$ cat src/rtl/mm_pkg.sv
`default_nettype none
// ============================================================================
// Module      : mm_pkg
// Description : Shared constants and state encoding for the MAC sequencer.
// Revision    : 1.0 - initial release
// ============================================================================
package mm_pkg;

   localparam int MM_DATA_W = 8;
   localparam int MM_MU_W   = 18;
   localparam int MM_ROWS   = 4;
   localparam int MM_COLS   = 8;
   localparam int MM_GROUPS = 4;
   localparam int MM_RES_AW = $clog2(MM_ROWS * MM_GROUPS);
   localparam int MM_IDX_W  = $clog2(MM_ROWS * MM_COLS);

   typedef enum logic [2:0] {
      S_IDLE    = 3'd0,
      S_LOAD    = 3'd1,
      S_COMPUTE = 3'd2,
      S_FLUSH   = 3'd3,
      S_DONE    = 3'd4
   } mm_state_t;

endpackage
`default_nettype wire

$ cat src/rtl/mm_result_writer.sv
`default_nettype none
// ============================================================================
// Module      : mm_result_writer
// Description : Holds one group of captured lane results and streams them
//               to the result RAM, one lane per cycle.
// Revision    : 1.0 - initial release
// ============================================================================
module mm_result_writer
   import mm_pkg::*;
#(
   parameter int MU_W = MM_MU_W
) (
   input  logic                           clk,
   input  logic                           rst,
   input  logic                           cap_en,
   input  logic [1:0]                     cap_grp,
   input  logic [MM_ROWS-1:0][MU_W-1:0]   cap_data,
   output logic                           res_we,
   output logic [MM_RES_AW-1:0]           res_addr,
   output logic [MU_W-1:0]                res_wdata
);

   logic [MU_W-1:0] r_cap [MM_ROWS];
   logic [1:0]      r_ptr;
   logic [1:0]      r_grp;
   logic            r_active;

   // A new capture can only arrive well after the previous four writes end.
   always_ff @(posedge clk or posedge rst) begin
      if (rst) begin
         for (int i = 0; i < MM_ROWS; i++) r_cap[i] <= '0;
         r_ptr    <= 2'd0;
         r_grp    <= 2'd0;
         r_active <= 1'b0;
      end else if (cap_en) begin
         for (int i = 0; i < MM_ROWS; i++) r_cap[i] <= cap_data[i];
         r_ptr    <= 2'd0;
         r_grp    <= cap_grp;
         r_active <= 1'b1;
      end else if (r_active) begin
         r_ptr <= r_ptr + 2'd1;
         if (r_ptr == 2'd3) r_active <= 1'b0;
      end
   end

   assign res_we    = r_active;
   assign res_addr  = r_active ? {r_grp, r_ptr} : '0;
   assign res_wdata = r_active ? r_cap[r_ptr] : '0;

endmodule
`default_nettype wire

$ cat src/rtl/matmul_seq_ctrl.sv
`default_nettype none
// ============================================================================
// Module      : matmul_seq_ctrl
// Description : Loads a 4x8 byte matrix, runs four 8-cycle MAC groups on the
//               4-lane ALU and writes the 16 results to the result RAM.
// Revision    : 1.0 - initial release
// ============================================================================
module matmul_seq_ctrl
   import mm_pkg::*;
#(
   parameter int DATA_W = MM_DATA_W,
   parameter int MU_W   = MM_MU_W
) (
   input  logic                 clk,
   input  logic                 rst,
   input  logic                 start,
   input  logic                 in_valid,
   input  logic [DATA_W-1:0]    in_data,
   output logic                 in_ready,
   output logic                 buf_we,
   output logic [1:0]           buf_row,
   output logic [2:0]           buf_col,
   output logic [DATA_W-1:0]    buf_wdata,
   output logic                 alu_en,
   input  logic                 four_results_ready,
   input  logic [MU_W-1:0]      mu1,
   input  logic [MU_W-1:0]      mu2,
   input  logic [MU_W-1:0]      mu3,
   input  logic [MU_W-1:0]      mu4,
   output logic                 res_we,
   output logic [MM_RES_AW-1:0] res_addr,
   output logic [MU_W-1:0]      res_wdata,
   output logic                 busy,
   output logic                 done,
   output logic                 seq_err
);

   localparam logic [MM_IDX_W-1:0] c_last_idx   = MM_IDX_W'(MM_ROWS * MM_COLS - 1);
   localparam logic [3:0]          c_ph_last    = 4'(MM_COLS);
   localparam logic [3:0]          c_ph_chk     = 4'(MM_COLS - 1);
   localparam logic [3:0]          c_flush_last = 4'(MM_ROWS - 1);
   localparam logic [1:0]          c_grp_last   = 2'(MM_GROUPS - 1);

   mm_state_t                     r_state;
   mm_state_t                     w_state_nxt;
   logic [MM_IDX_W-1:0]           r_idx;
   logic [3:0]                    r_ph;
   logic [1:0]                    r_grp;
   logic                          r_alu_en;
   logic                          r_seq_err;
   logic                          w_alu_en_nxt;
   logic                          w_accept;
   logic                          w_start_acc;
   logic                          w_cap_en;
   logic [MM_ROWS-1:0][MU_W-1:0]  w_mu;

   assign w_accept    = in_valid & in_ready;
   assign w_start_acc = (r_state == S_IDLE) & start;
   assign w_cap_en    = (r_state == S_COMPUTE) & (r_ph == c_ph_last);
   assign w_mu        = {mu4, mu3, mu2, mu1};

   always_ff @(posedge clk or posedge rst) begin
      if (rst) r_state <= S_IDLE;
      else     r_state <= w_state_nxt;
   end

   always_comb begin
      w_state_nxt = r_state;
      case (r_state)
         S_IDLE:    if (start) w_state_nxt = S_LOAD;
         S_LOAD:    if (w_accept && (r_idx == c_last_idx)) w_state_nxt = S_COMPUTE;
         S_COMPUTE: if ((r_ph == c_ph_last) && (r_grp == c_grp_last)) w_state_nxt = S_FLUSH;
         S_FLUSH:   if (r_ph == c_flush_last) w_state_nxt = S_DONE;
         S_DONE:    w_state_nxt = S_IDLE;
         default:   w_state_nxt = S_IDLE;
      endcase
   end

   always_comb begin
      in_ready = 1'b0;
      busy     = 1'b1;
      done     = 1'b0;
      case (r_state)
         S_IDLE:  busy     = 1'b0;
         S_LOAD:  in_ready = 1'b1;
         S_DONE:  done     = 1'b1;
         default: ;
      endcase
      // Enable for the coming cycle: every compute phase except the clear phase.
      w_alu_en_nxt = (w_state_nxt == S_COMPUTE) &&
                     !((r_state == S_COMPUTE) && (r_ph == c_ph_chk));
   end

   // r_ph doubles as the flush-cycle counter.
   always_ff @(posedge clk or posedge rst) begin
      if (rst) begin
         r_idx <= '0;
         r_ph  <= 4'd0;
         r_grp <= 2'd0;
      end else begin
         if (r_state == S_IDLE) r_idx <= '0;
         else if (w_accept)     r_idx <= r_idx + 1'b1;
         case (r_state)
            S_COMPUTE: begin
               if (r_ph == c_ph_last) begin
                  r_ph  <= 4'd0;
                  r_grp <= r_grp + 2'd1;
               end else begin
                  r_ph  <= r_ph + 4'd1;
               end
            end
            S_FLUSH: r_ph <= r_ph + 4'd1;
            default: begin
               r_ph  <= 4'd0;
               r_grp <= 2'd0;
            end
         endcase
      end
   end

   // The ALU must flag results exactly on the last accumulate phase.
   always_ff @(posedge clk or posedge rst) begin
      if (rst) begin
         r_alu_en  <= 1'b0;
         r_seq_err <= 1'b0;
      end else begin
         r_alu_en <= w_alu_en_nxt;
         if (w_start_acc)
            r_seq_err <= 1'b0;
         else if (r_alu_en && (four_results_ready != (r_ph == c_ph_chk)))
            r_seq_err <= 1'b1;
      end
   end

   assign alu_en    = r_alu_en;
   assign seq_err   = r_seq_err;
   assign buf_we    = w_accept;
   assign buf_row   = w_accept ? r_idx[4:3] : 2'd0;
   assign buf_col   = w_accept ? r_idx[2:0] : 3'd0;
   assign buf_wdata = w_accept ? in_data : '0;

   mm_result_writer #(
      .MU_W (MU_W)
   ) u_writer (
      .clk       (clk),
      .rst       (rst),
      .cap_en    (w_cap_en),
      .cap_grp   (r_grp),
      .cap_data  (w_mu),
      .res_we    (res_we),
      .res_addr  (res_addr),
      .res_wdata (res_wdata)
   );

endmodule
`default_nettype wire
$ cat config.mk
export PLATFORM = sky130hd
export DESIGN_NAME = matmul_seq_ctrl
export DESIGN_NICKNAME = d
export VERILOG_FILES = /design/src/rtl/mm_pkg.sv /design/src/rtl/mm_result_writer.sv /design/src/rtl/matmul_seq_ctrl.sv
export SDC_FILE = /design/constraint.sdc
export NUM_CORES = 1
export LEC_CHECK = 0
export ABC_AREA = 0
export CORE_MARGIN = 5
export CORE_UTILIZATION = 30
export DETAILED_ROUTE_END_ITERATION = 16
export GPL_ROUTABILITY_DRIVEN = 0
export HOLD_SLACK_MARGIN = 0.02
export PLACE_DENSITY = 0.52
export SETUP_SLACK_MARGIN = 0.4
export SKIP_CTS_REPAIR_TIMING = 1
export SYNTH_ARGS = -nofsm -noshare
export SYNTH_HDL_FRONTEND = slang
export SYNTH_SLANG_ARGS = --single-unit
$ cat constraint.sdc
create_clock -name clk -period 5.9 [get_ports clk]
set_input_delay 0.885 -clock clk [delete_from_list [all_inputs] [get_ports clk]]
set_output_delay 0.885 -clock clk [all_outputs]
set_load 0.05 [all_outputs]
==> metrics, run 1 <==
commonest non-fill, non-tap cells in the layout clkdlybuf4s50_1, dfrtp_1, mux2_2, and2_1, mux2_4; clock tree from TritonCTS done; total negative slack for setup checks 0 ps; Initial DRC Count 90; maximum clock frequency about 270 MHz; layout overhead on the synthesized area 37.4%; outcome complete, no violations; via count of the first global-routing pass roughly 3.3k; Avg Vias per Cell around 4.7; worst-path maximum fanout 19; vertical extent of the die roughly 130 microns; Setup crit end kind output port; Mapped Nets roughly 400; unrepaired setup endpoints after global routing no; launch point of the worst hold path r_ph[0]$_DFF_PP0_; total number of vias just under 3k; crit path time final ~3700 ps; sequential fraction of the synthesis area between 50% and 60%; post-synthesis compound-gate area fraction 0.796%; data arrival time of the critical path between 2000 and 3000 ps; pin count of the biggest net entering global routing 60; most common cell after layout, fill and taps aside clkdlybuf4s50_1; ratio of cells with drive above 1 in the final layout a little over a quarter; Tcrit/Tclk final between 60% and 70%; number of antenna violations at the first check in global routing 0; type of the most critical hold path reg2reg; category of the critical setup timing path in2out; insertion delay of the later-clocked pin in the worst-skew pair roughly 350 ps; adder-cell share of the synthesized area about 1.6%; worst-case reg-to-reg path depth 6; total number of yosys warnings 0; Die Outline Area 17800 sq um; Worst Max-Slew Pin Slew 1160 ps; Antenna Cells 0; final-report hold violation count 0; flops & latches, synth 93; P_leak between 2 and 3 nW; total overflow reported by the global router 0; # clock sinks between 90 and 100; setup slack on the worst flop-to-flop path roughly 3300 ps; terminus of the critical flop-to-flop path u_writer.r_cap[58]$_DFFE_PP0P_; minimum setup slack after placement 2140 ps; setup violators final 0; post-route setup slack 2160 ps; capture endpoint of the worst hold path r_ph[0]$_DFF_PP0_; number of nets at the end of the flow approximately 520; core region area about 15000 sq um; Clock Tree Root clkbuf_16; number of remaining DRC errors 0; Worst slew margin 22.5%; origin of the critical flop-to-flop path r_ph[0]$_DFF_PP0_; area leader, netlist dfrtp_1; Post-Route WL 10600 microns; sum of net half-perimeters after detailed placement approximately 7200 microns; first-pass GRT wire length ~18000 microns; largest cells by area after synthesis dfrtp_1, mux2_2, mux2_4; overall global routing resource usage between 10% and 20%; Wirelength per Cell around 17 microns; average instance area after synthesis 14.7 sq um; Required @ worst endpoint 5020 ps; number of clock buffers inserted by TritonCTS 9; placed insts 607; max capacitance violation total 0; number of buffers added on ports between 100 and 150; number of buffers between clock root and the deepest sink 2; hold path cells 1; residual antenna-violating net count after detailed routing 0; share of the synthesized netlist area taken by xor and xnor gates 1.34%; PD cells 250 nW/um^2; Post-Synth Simple-Gate Area between 10% and 20%; Worst Skew about 6 ps; count of pins on the block boundary about 130; drt first pass iters 4; num rows between 40 and 50; Clock Pin Slew Worst Setup and Hold Paths roughly 60 ps; final max-slew violation count 0; number of H-tree branching levels 3; post-synthesis cell count about 310; starting density of the core between 30% and 40%; die outline width 133 microns; mux share of post-synthesis cell area 30.7%; count of cell types in the netlist approximately 40; non-filler instance count after layout between 600 and 700; startpoint kind of the worst setup timing path primary input; worst vdd ir 137 uV; Synth top area share 51.0%; mapped cell area around 4600 sq um; largest family of logic cells by synthesized area multiplexers
-- how the worst max path moves through the flow --
stage,cells after the start,start,endpoint
CTS,5,in_valid,buf_wdata[0]
detailed placement,5,in_valid,buf_wdata[0]
floorplan,4,in_valid,buf_col[0]
finish,5,in_valid,buf_row[1]
global placement,5,in_valid,buf_wdata[0]
global route,5,in_valid,buf_row[1]
-- metal layers --
metal / global-route usage (%) / part of all wire, % / wire [microns]
met1: 16.2 / 45 / 4770
met2: 19.3 / 46 / 4870
met3: 5.66 / 7.9 / 841
met4: 3.26 / 1.1 / 120
met5: 0 / 0 / 0
-- cell usage after synthesis (all sizes together) --
library cell and number:
a21o 1, mux4 18, and4bb 1, nor4bb 2, mux2 74, nor3 1
xor2 2, ha 6, a21oi 1, and3 2, o22ai 1, nand4 1
or2 1, clkbuf 7, nor4 1, nor2 13, buf 14, or3b 1
inv 6, nand2b 3, and4b 1, dfrtp 93, o21a 1, nand3b 1
a32o 1, nand3 1, nand2 3, xnor2 5, nor4b 1, nand4b 1
nor3b 2, and3b 1, nor2b 1, mux2i 6, and2 37
-- cells by family after synthesis --
logic type,Yosys count
adders and majority gates,6
and+or+nand+nor,75
DFF,93
AOI/OAI and AO/OA,5
muxes,98
xor gates and xnor gates,7
buffers and inverters,27
-- stage by stage --
step | util (%) | area (sq um) | hold WS (ps) | total power (W)
after detailed placement | 39.4 | 5920 | 490 | 0.000907
after global placement | 39.4 | 5920 | 478 | 0.000905
final | 41.7 | 6260 | 495 | 0.00156
after CTS | 41.7 | 6260 | 504 | 0.00160
after floorplan | - | 4560 | 454 | 0.000797
after global routing | 41.7 | 6260 | 516 | 0.00164
-- sequential cells by signal, indices dropped and copies added (netlist names), 2 cells and up --
register and flops:
r_state 3, u_writer.r_ptr 2, r_grp 2, r_ph 4
u_writer.r_grp 2, r_idx 5, u_writer.r_cap 72
-- worst max-delay path, stage by stage --
cell and delay (ps):
clkdlybuf4s50_1 480, nor4bb_2 270, buf_4 250, and2_1 160
clkdlybuf4s50_1 800
-- layout make-up --
class / instances / area, sq um
clock buffer: 11 / 243
clock inverter: 5 / 106
fill: 1400 / 8770
inverter: 6 / 25.0
multi-input combinational: 191 / 2040
sequential: 93 / 2330
tap: 188 / 235
timing repair buffer: 129 / 1280
-- where the power goes --
group | internal, W | switching [W] | total, W
sequential | 0.000652 | 0.0000219 | 0.000674
combinational | 0.000105 | 0.000114 | 0.000218
clock | 0.000427 | 0.000246 | 0.000673
Note: power is estimated with default switching activity, not from simulation.
==> run 2, diff against run 1 <==
clock period = 3.87 ns   (was 5.9 ns; I/O delays follow)
==> run 2 against run 1 <==
Compared with the run above:
- power up 47%
- non-clock buffer count up 2
- design area about the same
- flip-flop and latch count unchanged
- core utilization about the same
- clock power up 40%
- largest cell class unchanged
- largest power group unchanged
==> metrics, run 2 (synthesis gave the netlist of run 1 again) <==
outcome complete, no violations (unchanged); cell-by-cell trace of the critical path mux4_2 -> and2_1 -> clkdlybuf4s50_1 (was clkdlybuf4s50_1 -> nor4bb_2 -> buf_4 -> and2_1 -> clkdlybuf4s50_1); commonest non-fill, non-tap cells in the layout clkdlybuf4s50_1, dfrtp_1, mux2_2, and2_1, mux2_4 (unchanged); register ranked first by flip-flop count u_writer.r_cap (unchanged); drt first pass iters 4 (unchanged); total number of vias 2889 (was 2897); origin of the critical flop-to-flop path r_ph[0]$_DFF_PP0_ (unchanged); Critical path destination res_wdata[5] (was buf_row[1]); ratio of cells with drive above 1 in the final layout 27.3% (was 26.9%); count of pins on the block boundary 127 (unchanged); sum of net half-perimeters after detailed placement 7240 microns (was 7200 microns); Worst Max-Slew Pin Slew 940 ps (was 1160 ps); number of antenna violations at the first check in global routing 0 (unchanged); Antenna Cells 0 (unchanged); Post-Route WL 10600 microns (about the same); largest registers u_writer.r_cap x72, r_idx x5, r_ph x4 (unchanged); max capacitance violation total 0 (unchanged); number of H-tree branching levels 3 (unchanged); number of gates on the worst path with buffers counted 3 (was 5); Die Outline Area 17800 sq um (unchanged); P_leak 2.80 nW (about the same); Tcrit/Tclk final a little over four fifths; residual antenna-violating net count after detailed routing 0 (unchanged); crit path time final about 3300 ps; Setup crit end kind output port (unchanged); max FFs per register 72 (unchanged); pin count of the biggest net entering global routing 62 (was 60); unrepaired setup endpoints after global routing no (unchanged); Worst Skew 6.77 ps (was 6.14 ps); final max-slew violation count 0 (unchanged); Required @ worst endpoint 3290 ps (was 5020 ps); total overflow reported by the global router 0 (unchanged); CP Launch Point u_writer.r_ptr[0]$_DFFE_PP0P_ (was in_valid); final design utilization 41.7% (about the same); CP peak stage delay 870 ps (was 800 ps); worst-path maximum fanout 21 (was 19); number of remaining DRC errors 0 (unchanged); type of the most critical hold path reg2reg (unchanged); Clock Tree Root clkbuf_16 (unchanged); number of clock buffers inserted by TritonCTS 9 (unchanged); Slowest cell on crit path dfrtp_2 (was clkdlybuf4s50_1); cell family contributing the most delay on the critical path flip-flops (was buffers and inverters); first-pass GRT wire length 17500 microns (was 17600 microns); layout overhead on the synthesized area 37.4% (about the same); data arrival time of the critical path 2680 ps (was 2860 ps); number of buffers between clock root and the deepest sink 2 (unchanged); maximum clock frequency 306 MHz; # clock sinks 93 (unchanged); number of nets at the end of the flow 523 (was 521); total negative slack for setup checks 0 ps (unchanged); Avg Vias per Cell 4.63 (was 4.65); Worst slew margin 37.3% (was 22.5%); setup violators final 0 (unchanged); overall global routing resource usage 12.7% (was 12.6%); most common cell after layout, fill and taps aside clkdlybuf4s50_1 (unchanged); clock tree from TritonCTS done (unchanged); fill count 1418 (was 1400); worst vdd ir 263 uV (was 137 uV); core region area 15000 sq um (unchanged); number of buffers added on ports 126 (unchanged); via count of the first global-routing pass 3214 (was 3273); launch point of the worst hold path r_ph[0]$_DFF_PP0_ (unchanged); worst-case reg-to-reg path depth 6 (unchanged); PD cells 367 nW/um^2 (was 250 nW/um^2); Wirelength per Cell 17.0 microns (about the same); final-report hold violation count 0 (unchanged); terminus of the critical flop-to-flop path u_writer.r_cap[64]$_DFFE_PP0P_ (was u_writer.r_cap[58]$_DFFE_PP0P_); Clock Pin Slew Worst Setup and Hold Paths 70 ps (was 60 ps); setup slack on the worst flop-to-flop path 1570 ps (was 3310 ps); starting density of the core 30.3% (unchanged); num rows 45 (unchanged); startpoint kind of the worst setup timing path flop (was primary input); category of the critical setup timing path reg2out (was in2out); die outline width 133 microns (unchanged); Crit path buffers/inverters 1 (was 3); insertion delay of the later-clocked pin in the worst-skew pair 340 ps (was 350 ps); Initial DRC Count 136 (was 90); vertical extent of the die 133 microns (unchanged); area of all placed cells without fillers 6270 sq um (was 6260 sq um); area post-placement 5960 sq um (was 5920 sq um)
[run 2: area by class of cell]
cell class / count / area [sq um] / share of cell area (%)
clock inverters: 6 / 87.6 / 1.40
clock buffers: 9 / 225 / 3.59
inverters: 6 / 25.0 / 0.399
multi-input cells: 191 / 2040 / 32.6
repair buffers: 131 / 1320 / 21.1
well taps: 188 / 235 / 3.75
flip-flops and latches: 93 / 2330 / 37.1
[run 2: per-layer routing]
| metal | GRT usage [%] | vias up | routed length [microns] |
|---|---|---|---|
| met1 | 16.2 | 1438 | 4820 |
| li1 | - | 1346 | - |
| met5 | 0 | - | 0 |
| met2 | 19.4 | 93 | 4770 |
| met3 | 5.93 | 12 | 868 |
| met4 | 3.43 | 0 | 124 |
[run 2: per-stage QoR]
stage | total power (W) | worst slack [ps] | cells | hold WS [ps]
CTS | 0.00235 | 502 | 624 | 495
global placement | 0.00138 | 757 | 609 | 477
finish | 0.00230 | 605 | 624 | 491
floorplan | 0.00122 | 869 | 311 | 454
global route | 0.00241 | 406 | 624 | 509
detailed placement | 0.00138 | 704 | 609 | 486
[run 2: worst min-delay path by stage]
stage          cells after the start                end  slack [ps]
2_1_floorplan                      1  r_ph[0]$_DFF_PP0_         450
3_3_place_gp                       1  r_ph[0]$_DFF_PP0_         480
3_5_place_dp                       1  r_ph[0]$_DFF_PP0_         490
4_1_cts                            1  r_ph[0]$_DFF_PP0_         500
5_1_grt                            1  r_ph[0]$_DFF_PP0_         510
6_report                           1  r_ph[0]$_DFF_PP0_         490
[run 2: power breakdown]
| part | switching, W | internal (W) |
|---|---|---|
| registers | 0.0000320 | 0.000994 |
| logic | 0.000173 | 0.000164 |
| clock network | 0.000376 | 0.000563 |
==> run 3, diff against run 2 <==
clock period = 3.41 ns   (was 3.87 ns; I/O delays follow)
==> run 3 against run 2 <==
Compared with the run above:
- sequential share of layout area is essentially flat
- die area unchanged
- worst setup slack lost 110 ps
- wire length grew 0.29%
- non-clock buffer count up 5
- core utilization is 0.11 points higher
- critical endpoint is now res_wdata[10]
- via count shrank 0.97%
- flip-flop and latch count is the same
- count of clock-buffer cells in the layout stayed put
- hold slack got worse by 2.8 ps
- critical path type unchanged
- clock skew barely moved
- first-iteration DRC count shrank 10%
==> metrics, run 3 (synthesis gave the netlist of run 1 again) <==
outcome complete, no violations (unchanged); starting density of the core 30.3% (unchanged); met3 wire length 933 microns (was 868 microns); pin count of the biggest net entering global routing 51 (was 62); first-pass GRT wire length 17300 microns (was 17500 microns); CP Launch Point u_writer.r_ptr[0]$_DFFE_PP0P_ (unchanged); total number of vias 2861 (was 2889); largest registers u_writer.r_cap x72, r_idx x5, r_ph x4 (unchanged); Required @ worst endpoint 2900 ps (was 3290 ps); final-report hold violation count 0 (unchanged); Setup crit end kind output port (unchanged); category of the critical setup timing path reg2out (unchanged); Antenna Cells 0 (unchanged); # clock sinks 93 (unchanged); setup violators final 0 (unchanged); type of the most critical hold path reg2reg (unchanged); worst vdd ir 327 uV (was 263 uV); maximum clock frequency ~340 MHz; ratio of cells with drive above 1 in the final layout 31.2% (was 27.3%); post-route setup slack 500 ps (was 605 ps); worst-case reg-to-reg path depth 6 (unchanged); startpoint kind of the worst setup timing path flop (unchanged); total overflow reported by the global router 0 (unchanged); Clock Tree Root clkbuf_16 (unchanged); number of buffers added on ports 126 (unchanged); Wirelength per Cell 16.8 microns (was 17.0 microns); sum of net half-perimeters after detailed placement 7590 microns (was 7240 microns); Clock Pin Slew Worst Setup and Hold Paths 70 ps (about the same); number of remaining DRC errors 0 (unchanged); count of pins on the block boundary 127 (unchanged); number of buffers between clock root and the deepest sink 2 (unchanged); layout overhead on the synthesized area 37.8% (was 37.4%); worst-path maximum fanout 14 (was 21); clock tree from TritonCTS done (unchanged); P_leak 3.02 nW (was 2.80 nW); top routing layer used met4 (unchanged); Post-Route WL 10600 microns (about the same); minimum setup slack after placement 542 ps (was 704 ps); Met2 Routed Length 4980 microns (was 4770 microns); vertical extent of the die 133 microns (unchanged); Worst Max-Slew Pin Slew 587 ps (was 940 ps); Critical path destination res_wdata[10] (was res_wdata[5]); data arrival time of the critical path 2400 ps (was 2680 ps); core region area 15000 sq um (unchanged); number of antenna violations at the first check in global routing 0 (unchanged); Worst Skew 7.25 ps (was 6.77 ps); register ranked first by flip-flop count u_writer.r_cap (unchanged); unrepaired setup endpoints after global routing no (unchanged); terminus of the critical flop-to-flop path u_writer.r_cap[51]$_DFFE_PP0P_ (was u_writer.r_cap[64]$_DFFE_PP0P_); insertion delay of the later-clocked pin in the worst-skew pair 350 ps (was 340 ps); Avg Vias per Cell 4.54 (was 4.63); origin of the critical flop-to-flop path r_ph[0]$_DFF_PP0_ (unchanged); total negative slack for setup checks 0 ps (unchanged); crit path time final around 2900 ps; max FFs per register 72 (unchanged); Initial DRC Count 122 (was 136); number of H-tree branching levels 3 (unchanged); Die Outline Area 17800 sq um (unchanged); max capacitance violation total 0 (unchanged); post-route met1 wirelength 4590 microns (was 4820 microns); PD cells 397 nW/um^2 (was 367 nW/um^2); Worst slew margin 60.9% (was 37.3%); Tcrit/Tclk final between 80 and 90%; final max-slew violation count 0 (unchanged); residual antenna-violating net count after detailed routing 0 (unchanged); die outline width 133 microns (unchanged); number of clock buffers inserted by TritonCTS 9 (unchanged); via count of the first global-routing pass 3199 (was 3214); commonest non-fill, non-tap cells in the layout clkdlybuf4s50_1, dfrtp_1, mux2_2, and2_1, mux2_4 (unchanged); overall global routing resource usage 12.4% (was 12.7%); number of nets at the end of the flow 528 (was 523); drt first pass iters 4 (unchanged); num rows 45 (unchanged); setup slack on the worst flop-to-flop path 1220 ps (was 1570 ps); most common cell after layout, fill and taps aside clkdlybuf4s50_1 (unchanged)
==> run 3: cell count changes in the layout (fill, tap and decap cells not counted), sizes merged <==
cell / delta
clkdlybuf4s50: -22
dlymetal6s2s: +10
clkinv: -1
bufinv: -2
buf: +17
inv: +2
clkinvlp: +2
==> run 3: worst max-delay path, stage by stage, from the launching register on <==
cell	delay, ps
dfrtp_4	620
mux4_2	560
and2_1	170
clkdlybuf4s50_1	690
==> run 3: report_power, final <==
part           total (W)  switching (W)  internal (W)  leakage, nW
Combinational   0.000375       0.000196      0.000179         1.60
Sequential       0.00116      0.0000362       0.00113         1.29
Clock           0.000959       0.000457      0.000502        0.133
Total            0.00250       0.000689       0.00181         3.02
==> run 3: layout make-up <==
cell class	instances	area, sq um
inverters	6	25.0
multi-input cells	191	2040
clock inverters	7	55.1
flip-flops and latches	93	2330
repair buffers	136	1370
fillers	1395	8750
clock buffers	9	225
well taps	188	235
==> run 3: worst min path at each step <==
stage,to,from,cells after the start,slack (ps)
final,r_ph[0]$_DFF_PP0_,r_ph[0]$_DFF_PP0_,1,490
after global routing,u_writer.r_cap[40]$_DFFE_PP0P_,u_writer.r_cap[40]$_DFFE_PP0P_,1,510
after CTS,r_ph[0]$_DFF_PP0_,r_ph[0]$_DFF_PP0_,1,490
after detailed placement,r_ph[0]$_DFF_PP0_,r_ph[0]$_DFF_PP0_,1,480
after global placement,r_ph[0]$_DFF_PP0_,r_ph[0]$_DFF_PP0_,1,470
after floorplan,r_ph[0]$_DFF_PP0_,r_ph[0]$_DFF_PP0_,1,450
==> run 3: per-layer routing <==
| metal | global-route usage, % | vias to the layer above |
|---|---|---|
| li1 | - | 1346 |
| met2 | 19.2 | 95 |
| met4 | 3.09 | 0 |
| met3 | 6.23 | 10 |
| met5 | 0 | - |
| met1 | 15.4 | 1410 |
==> run 3: metrics by stage <==
stage / power [W] / std cells / instance area, sq um / hold WS, ps / utilization [%]
floorplan: 0.00138 / 311 / 4560 / 454 / -
detailed placement: 0.00156 / 614 / 5980 / 485 / 39.8
finish: 0.00250 / 630 / 6280 / 488 / 41.8
global route: 0.00262 / 630 / 6280 / 515 / 41.8
global placement: 0.00156 / 614 / 5980 / 473 / 39.8
CTS: 0.00255 / 630 / 6260 / 494 / 41.6
